==> src/rtl/axilite_timer_s.sv <==
// axilite_timer_s
//   AXI4-Lite slave exposing a programmable down-counter timer with a level
//   interrupt. Four 32-bit registers decoded on addr[3:2]:
//     0x00 CTRL   (RW) bit0 enable, bit1 auto_reload, bit2 irq_en
//     0x04 LOAD   (RW) reload value; a write also loads COUNT
//     0x08 COUNT  (RO) current count; writes accepted and ignored
//     0x0C STATUS (W1C) bit0 expired
//   Addresses with addr[ADDR_WIDTH-1:4] != 0 answer SLVERR (reads return 0).
//
// Ports
//   s_axi_aclk / s_axi_aresetn : clock, asynchronous active-low reset
//   s_axi_aw* / s_axi_w* / s_axi_b* : write address, data, response channels
//   s_axi_ar* / s_axi_r*            : read address and data channels
//   irq                              : STATUS.expired & CTRL.irq_en
module axilite_timer_s #(
    parameter int unsigned ADDR_WIDTH = 32,
    parameter logic [31:0] RESET_LOAD = 32'h0000_0000
) (
    input  logic                  s_axi_aclk,
    input  logic                  s_axi_aresetn,
    input  logic                  s_axi_awvalid,
    output logic                  s_axi_awready,
    input  logic [ADDR_WIDTH-1:0] s_axi_awaddr,
    input  logic                  s_axi_wvalid,
    output logic                  s_axi_wready,
    input  logic [31:0]           s_axi_wdata,
    output logic                  s_axi_bvalid,
    input  logic                  s_axi_bready,
    output logic [1:0]            s_axi_bresp,
    input  logic                  s_axi_arvalid,
    output logic                  s_axi_arready,
    input  logic [ADDR_WIDTH-1:0] s_axi_araddr,
    output logic                  s_axi_rvalid,
    input  logic                  s_axi_rready,
    output logic [31:0]           s_axi_rdata,
    output logic [1:0]            s_axi_rresp,
    output logic                  irq
);

    localparam logic [1:0] RESP_OKAY   = 2'b00;
    localparam logic [1:0] RESP_SLVERR = 2'b10;

    typedef enum logic [1:0] {W_IDLE, W_ACK, W_RESP} w_state_t;
    typedef enum logic [1:0] {R_IDLE, R_ACK, R_DATA} r_state_t;

    w_state_t w_state, w_next;
    r_state_t r_state, r_next;

    logic        ctrl_enable;
    logic        ctrl_auto_reload;
    logic        ctrl_irq_en;
    logic [31:0] load_q;
    logic [31:0] count_q;
    logic        expired_q;

    logic        wr_fire;
    logic        wr_in_range;
    logic        wr_ctrl;
    logic        wr_load;
    logic        wr_status;
    logic        rd_in_range;
    logic [31:0] rd_mux;
    logic        expire_evt;

    // Address bits [1:0] carry no information for full-word registers.
    logic unused_addr_bits;
    assign unused_addr_bits = ^{s_axi_awaddr[1:0], s_axi_araddr[1:0]};

    // ------------------------------------------------------------------
    // Write channel FSM
    // ------------------------------------------------------------------
    always_ff @(posedge s_axi_aclk or negedge s_axi_aresetn) begin
        if (!s_axi_aresetn) begin
            w_state <= W_IDLE;
        end else begin
            w_state <= w_next;
        end
    end

    always_comb begin
        w_next        = w_state;
        s_axi_awready = 1'b0;
        s_axi_wready  = 1'b0;
        s_axi_bvalid  = 1'b0;
        case (w_state)
            W_IDLE: begin
                // Address and data must both be present before anything is accepted.
                if (s_axi_awvalid && s_axi_wvalid) begin
                    w_next = W_ACK;
                end
            end
            W_ACK: begin
                s_axi_awready = 1'b1;
                s_axi_wready  = 1'b1;
                w_next        = W_RESP;
            end
            W_RESP: begin
                s_axi_bvalid = 1'b1;
                if (s_axi_bready) begin
                    w_next = W_IDLE;
                end
            end
            default: w_next = W_IDLE;
        endcase
    end

    assign wr_fire     = (w_state == W_ACK);
    assign wr_in_range = (s_axi_awaddr[ADDR_WIDTH-1:4] == '0);
    assign wr_ctrl     = wr_fire && wr_in_range && (s_axi_awaddr[3:2] == 2'd0);
    assign wr_load     = wr_fire && wr_in_range && (s_axi_awaddr[3:2] == 2'd1);
    assign wr_status   = wr_fire && wr_in_range && (s_axi_awaddr[3:2] == 2'd3);

    always_ff @(posedge s_axi_aclk or negedge s_axi_aresetn) begin
        if (!s_axi_aresetn) begin
            s_axi_bresp <= RESP_OKAY;
        end else if (wr_fire) begin
            s_axi_bresp <= wr_in_range ? RESP_OKAY : RESP_SLVERR;
        end
    end

    // ------------------------------------------------------------------
    // Timer registers
    // ------------------------------------------------------------------
    assign expire_evt = ctrl_enable && (count_q == 32'd1);

    always_ff @(posedge s_axi_aclk or negedge s_axi_aresetn) begin
        if (!s_axi_aresetn) begin
            ctrl_enable      <= 1'b0;
            ctrl_auto_reload <= 1'b0;
            ctrl_irq_en      <= 1'b0;
            load_q           <= RESET_LOAD;
            count_q          <= RESET_LOAD;
            expired_q        <= 1'b0;
        end else begin
            if (wr_ctrl) begin
                ctrl_enable      <= s_axi_wdata[0];
                ctrl_auto_reload <= s_axi_wdata[1];
                ctrl_irq_en      <= s_axi_wdata[2];
            end

            // A LOAD write overrides both decrement and reload.
            if (wr_load) begin
                load_q  <= s_axi_wdata;
                count_q <= s_axi_wdata;
            end else if (ctrl_enable) begin
                if (count_q > 32'd1) begin
                    count_q <= count_q - 32'd1;
                end else if (count_q == 32'd1) begin
                    count_q <= ctrl_auto_reload ? load_q : '0;
                end
            end

            // Expiry wins over a simultaneous W1C so no event is lost.
            if (expire_evt) begin
                expired_q <= 1'b1;
            end else if (wr_status && s_axi_wdata[0]) begin
                expired_q <= 1'b0;
            end
        end
    end

    assign irq = expired_q && ctrl_irq_en;

    // ------------------------------------------------------------------
    // Read channel FSM
    // ------------------------------------------------------------------
    always_ff @(posedge s_axi_aclk or negedge s_axi_aresetn) begin
        if (!s_axi_aresetn) begin
            r_state <= R_IDLE;
        end else begin
            r_state <= r_next;
        end
    end

    always_comb begin
        r_next        = r_state;
        s_axi_arready = 1'b0;
        s_axi_rvalid  = 1'b0;
        case (r_state)
            R_IDLE: begin
                if (s_axi_arvalid) begin
                    r_next = R_ACK;
                end
            end
            R_ACK: begin
                s_axi_arready = 1'b1;
                r_next        = R_DATA;
            end
            R_DATA: begin
                s_axi_rvalid = 1'b1;
                if (s_axi_rready) begin
                    r_next = R_IDLE;
                end
            end
            default: r_next = R_IDLE;
        endcase
    end

    assign rd_in_range = (s_axi_araddr[ADDR_WIDTH-1:4] == '0);

    always_comb begin
        rd_mux = '0;
        case (s_axi_araddr[3:2])
            2'd0:    rd_mux = {29'd0, ctrl_irq_en, ctrl_auto_reload, ctrl_enable};
            2'd1:    rd_mux = load_q;
            2'd2:    rd_mux = count_q;
            default: rd_mux = {31'd0, expired_q};
        endcase
    end

    // Captured from pre-edge register values, so a read colliding with a
    // write to the same register observes the old contents.
    always_ff @(posedge s_axi_aclk or negedge s_axi_aresetn) begin
        if (!s_axi_aresetn) begin
            s_axi_rdata <= '0;
            s_axi_rresp <= RESP_OKAY;
        end else if (r_state == R_ACK) begin
            s_axi_rdata <= rd_in_range ? rd_mux : '0;
            s_axi_rresp <= rd_in_range ? RESP_OKAY : RESP_SLVERR;
        end
    end

endmodule

==> config.mk <==
export PLATFORM = sky130hd
export DESIGN_NAME = axilite_timer_s
export DESIGN_NICKNAME = d
export VERILOG_FILES = /design/src/rtl/axilite_timer_s.sv
export SDC_FILE = /design/constraint.sdc
export NUM_CORES = 1
export LEC_CHECK = 0
export CAP_MARGIN = 20
export CORE_UTILIZATION = 40
export CTS_BUF_LIST = sky130_fd_sc_hd__clkbuf_8
export CTS_CLUSTER_DIAMETER = 60
export CTS_CLUSTER_SIZE = 30
export DETAILED_ROUTE_END_ITERATION = 16
export PLACE_DENSITY = 0.69
export SLEW_MARGIN = 40
export SYNTH_ARGS = -nofsm -noshare
export SYNTH_HDL_FRONTEND = slang
export SYNTH_SLANG_ARGS = --single-unit
==> constraint.sdc <==
create_clock -name s_axi_aclk -period 3.6 [get_ports s_axi_aclk]
set_input_delay 0.9 -clock s_axi_aclk [delete_from_list [all_inputs] [get_ports s_axi_aclk]]
set_output_delay 0.9 -clock s_axi_aclk [all_outputs]
set_load 0.03 [all_outputs]
==> metrics <==
status=finished, final reports clean; final hold violation count=0; worst path bufs/invs=3; Slew headroom=0.494; Power per Cell Area=310 nW/um^2; Vias=5212; FMAX=339 MHz; register area=2650 sq um; CTS tree=done; Max-Cap Viols=0; Clock Path Buffers=2; ANT cells=0; Nets=829; Yosys Warn Count=0; Sink Count=106; I/O pin count=145; TritonCTS Buffers=9; clk_skew=0.00798 ns; adder-cell share of the synthesized area=0.00449; filler instances=1251; met1 usage=0.317; GRT Util Overall=0.229; family with the most delay on the worst path=buffers and inverters; fin crit period=2.95 ns; layer with the highest usage=met2; pin count of the biggest net entering global routing=62; initial antenna violation count=0; count of different cell masters after synthesis=56; Post-synth EDFFs=0; Min-Delay Path Class=reg -> reg; ANT nets after route=0; layout cells sized above 1=0.0796; Area Overhead vs Synth=31.6%; largest family of logic cells by synthesized area=compound AO/OA/AOI/OAI gates; sequential element share of the synthesized area=0.476; crit path cell chain=clkdlybuf4s50_1 > nor4_1 > nand4_1 > nor4_2 > buf_4 > buf_4 > a311oi_1 > o31ai_1; Clk Latency, worst-skew pair=0.38 ns; RSZ-0062 raised after global routing=no; simple-gate share of the synthesized area=0.215; post-synth top area share=0.476; CP max stage cell=clkdlybuf4s50_1; final-report max-slew violation count=0; Critical Path AT=3.24 ns; die area=14400 sq um; site row count=42; initial core utilization=0.415; mean post-synth cell area=9.28 sq um; grt ovf=0; Data required, critical path=3.89 ns; CORE AREA=13400 sq um; Clk pin slew, worst setup/hold paths=0.10 ns; Synth area leader=dfrtp_1; Synth Area in Compound Gates=0.239; Die Width=120 um; Cells after Synth=600; Post-Syn Area=5570 sq um; Worst-Margin Slew=0.752 ns; DR WL/cell=17.6 um; # setup viols final=0; period utilisation layout=0.820; Setup CP Type=in -> reg; FFs w/ async S/R, synth=1.00; area of the multi-input gates=2660 sq um; mux share of post-synthesis cell area=0.0137; Crit Path Max Fanout=31; synth cell count leaders=dfrtp_1 (106), nand2_1 (99), a22o_1 (60), nor2_1 (47), o21ai_0 (40); DRT Pass-1 Iters=7; peak supply drop=0.000158 V; Crit path largest cell delay=0.41 ns; most common cell in the synthesized netlist=dfrtp_1; DRC Markers=0; Lkg Pwr=3.15 nW; first-pass GRT wire length=26100 um; post-CTS setup buffers=0; DP Wirelength=11300 um; critical path's most frequent cell=buf_4; M3 GR Usage=0.0518; Worst setup EP type=register; routability congestion estimate=0.869; port bufs=138; Synth Area in XOR/XNOR=0.00315; Min Hold Slack=0.455 ns; vias per inst=5.76; Detailed Route WL=16000 um; root buf cell=clkbuf_8; number of H-tree levels=3; register bit total from synthesis=106; hold buffer count at CTS=0; top_reg_cell synth=dfrtp_1; Critical Path Source Type=primary input; post-cts resize count=0; setup TNS=0 ns; M2 GR Usage=0.360; vias in the first global route=5170; synth top area cells=dfrtp_1 (48%), a22o_1 (9.4%), nand2_1 (6.7%); iteration-0 DRC count of the detailed router=529; DIE HEIGHT=120 um
-- power breakdown --
part	internal (mW)	switching (mW)	total, mW	leakage, nW
combinational	0.140	0.152	0.292	1.60
sequential	1.20	0.00880	1.21	1.44
clock	0.356	0.413	0.769	0.103
-- state kept, by name (all words and copies together) (netlist names) --
name	flops
ctrl_auto_reload	1
s_axi_rdata	32
load_q	32
expired_q	1
r_state	2
s_axi_bresp	1
w_state	2
count_q	32
s_axi_rresp	1
ctrl_irq_en	1
ctrl_enable	1
-- placed cells by master (no fill, tap or decap), types with 3 or more instances in the layout --
master,count
clkdlybuf4s50_1,137
dfrtp_1,106
nand2_1,99
a22o_1,60
nor2_1,46
o21ai_0,40
nor4_1,28
nor3_1,23
buf_4,18
a21oi_1,17
a221oi_1,15
o21ai_1,15
inv_1,11
clkbuf_8,11
nand4_1,9
o211ai_1,6
a31oi_1,6
or4_1,5
o31ai_1,5
nor2b_1,3
nand2b_1,3
and2_1,3
or2_2,3
a21o_1,3
nor3b_1,3
or3_1,3
a222oi_1,3
mux2_2,3
a221oi_2,3
-- final timing paths --
check,start,to,slack [ns],cells past startpoint
setup reg to reg,count_q[8],count_q[24],0.69,7
max in group asynchronous,s_axi_aresetn,count_q[31],2.33,2
min in group asynchronous,s_axi_aresetn,s_axi_rdata[4],0.51,1
hold reg to reg,r_state[1],r_state[0],0.45,1
setup / recovery,s_axi_awaddr[18],count_q[11],0.65,8
hold / removal,r_state[1],r_state[0],0.45,1
-- logic make-up after synthesis --
group / after synthesis
AO/OA/AOI/OAI: 182
XOR/XNOR: 2
adder cells (fa/ha/maj): 2
buffers and inverters: 55
flip-flops: 106
multiplexers: 6
other: 1
AND/OR/NAND/NOR: 246
-- worst register-to-register path, cell delays in order, from the launching register on --
cell and delay (ns):
dfrtp_1 0.47, or4_1 0.64, or4_4 0.61, o32ai_4 0.21, buf_4 0.39, nor3_1 0.10, a221oi_1 0.26, o21ai_1 0.10
-- stage by stage --
stage / cells / total power [mW] / area [sq um] / setup slack [ns] / util
global placement: 889 / 1.52 / 7120 / 0.296 / 0.531
detailed placement: 889 / 1.53 / 7120 / 0.259 / 0.531
CTS: 905 / 2.29 / 7330 / 0.654 / 0.547
finish: 905 / 2.27 / 7330 / 0.647 / 0.547
global route: 905 / 2.35 / 7330 / 0.447 / 0.547
floorplan: 601 / 1.34 / 5570 / 0.763 / -
-- area by class of cell --
type / instances / share of cell area
repair buffers: 157 / 0.211
well taps: 176 / 0.0301
clock buffers: 11 / 0.0207
flip-flops and latches: 106 / 0.362
clock inverters: 5 / 0.00734
inverters: 10 / 0.00512
multi-input cells: 440 / 0.364
-- per-layer routing --
layer | part of all wire | up-vias
li1 | - | 2482
met2 | 0.47 | 228
met5 | 0 | -
met4 | 0.0092 | 0
met1 | 0.44 | 2487
met3 | 0.086 | 15
Note: power is estimated with default switching activity, not from simulation.
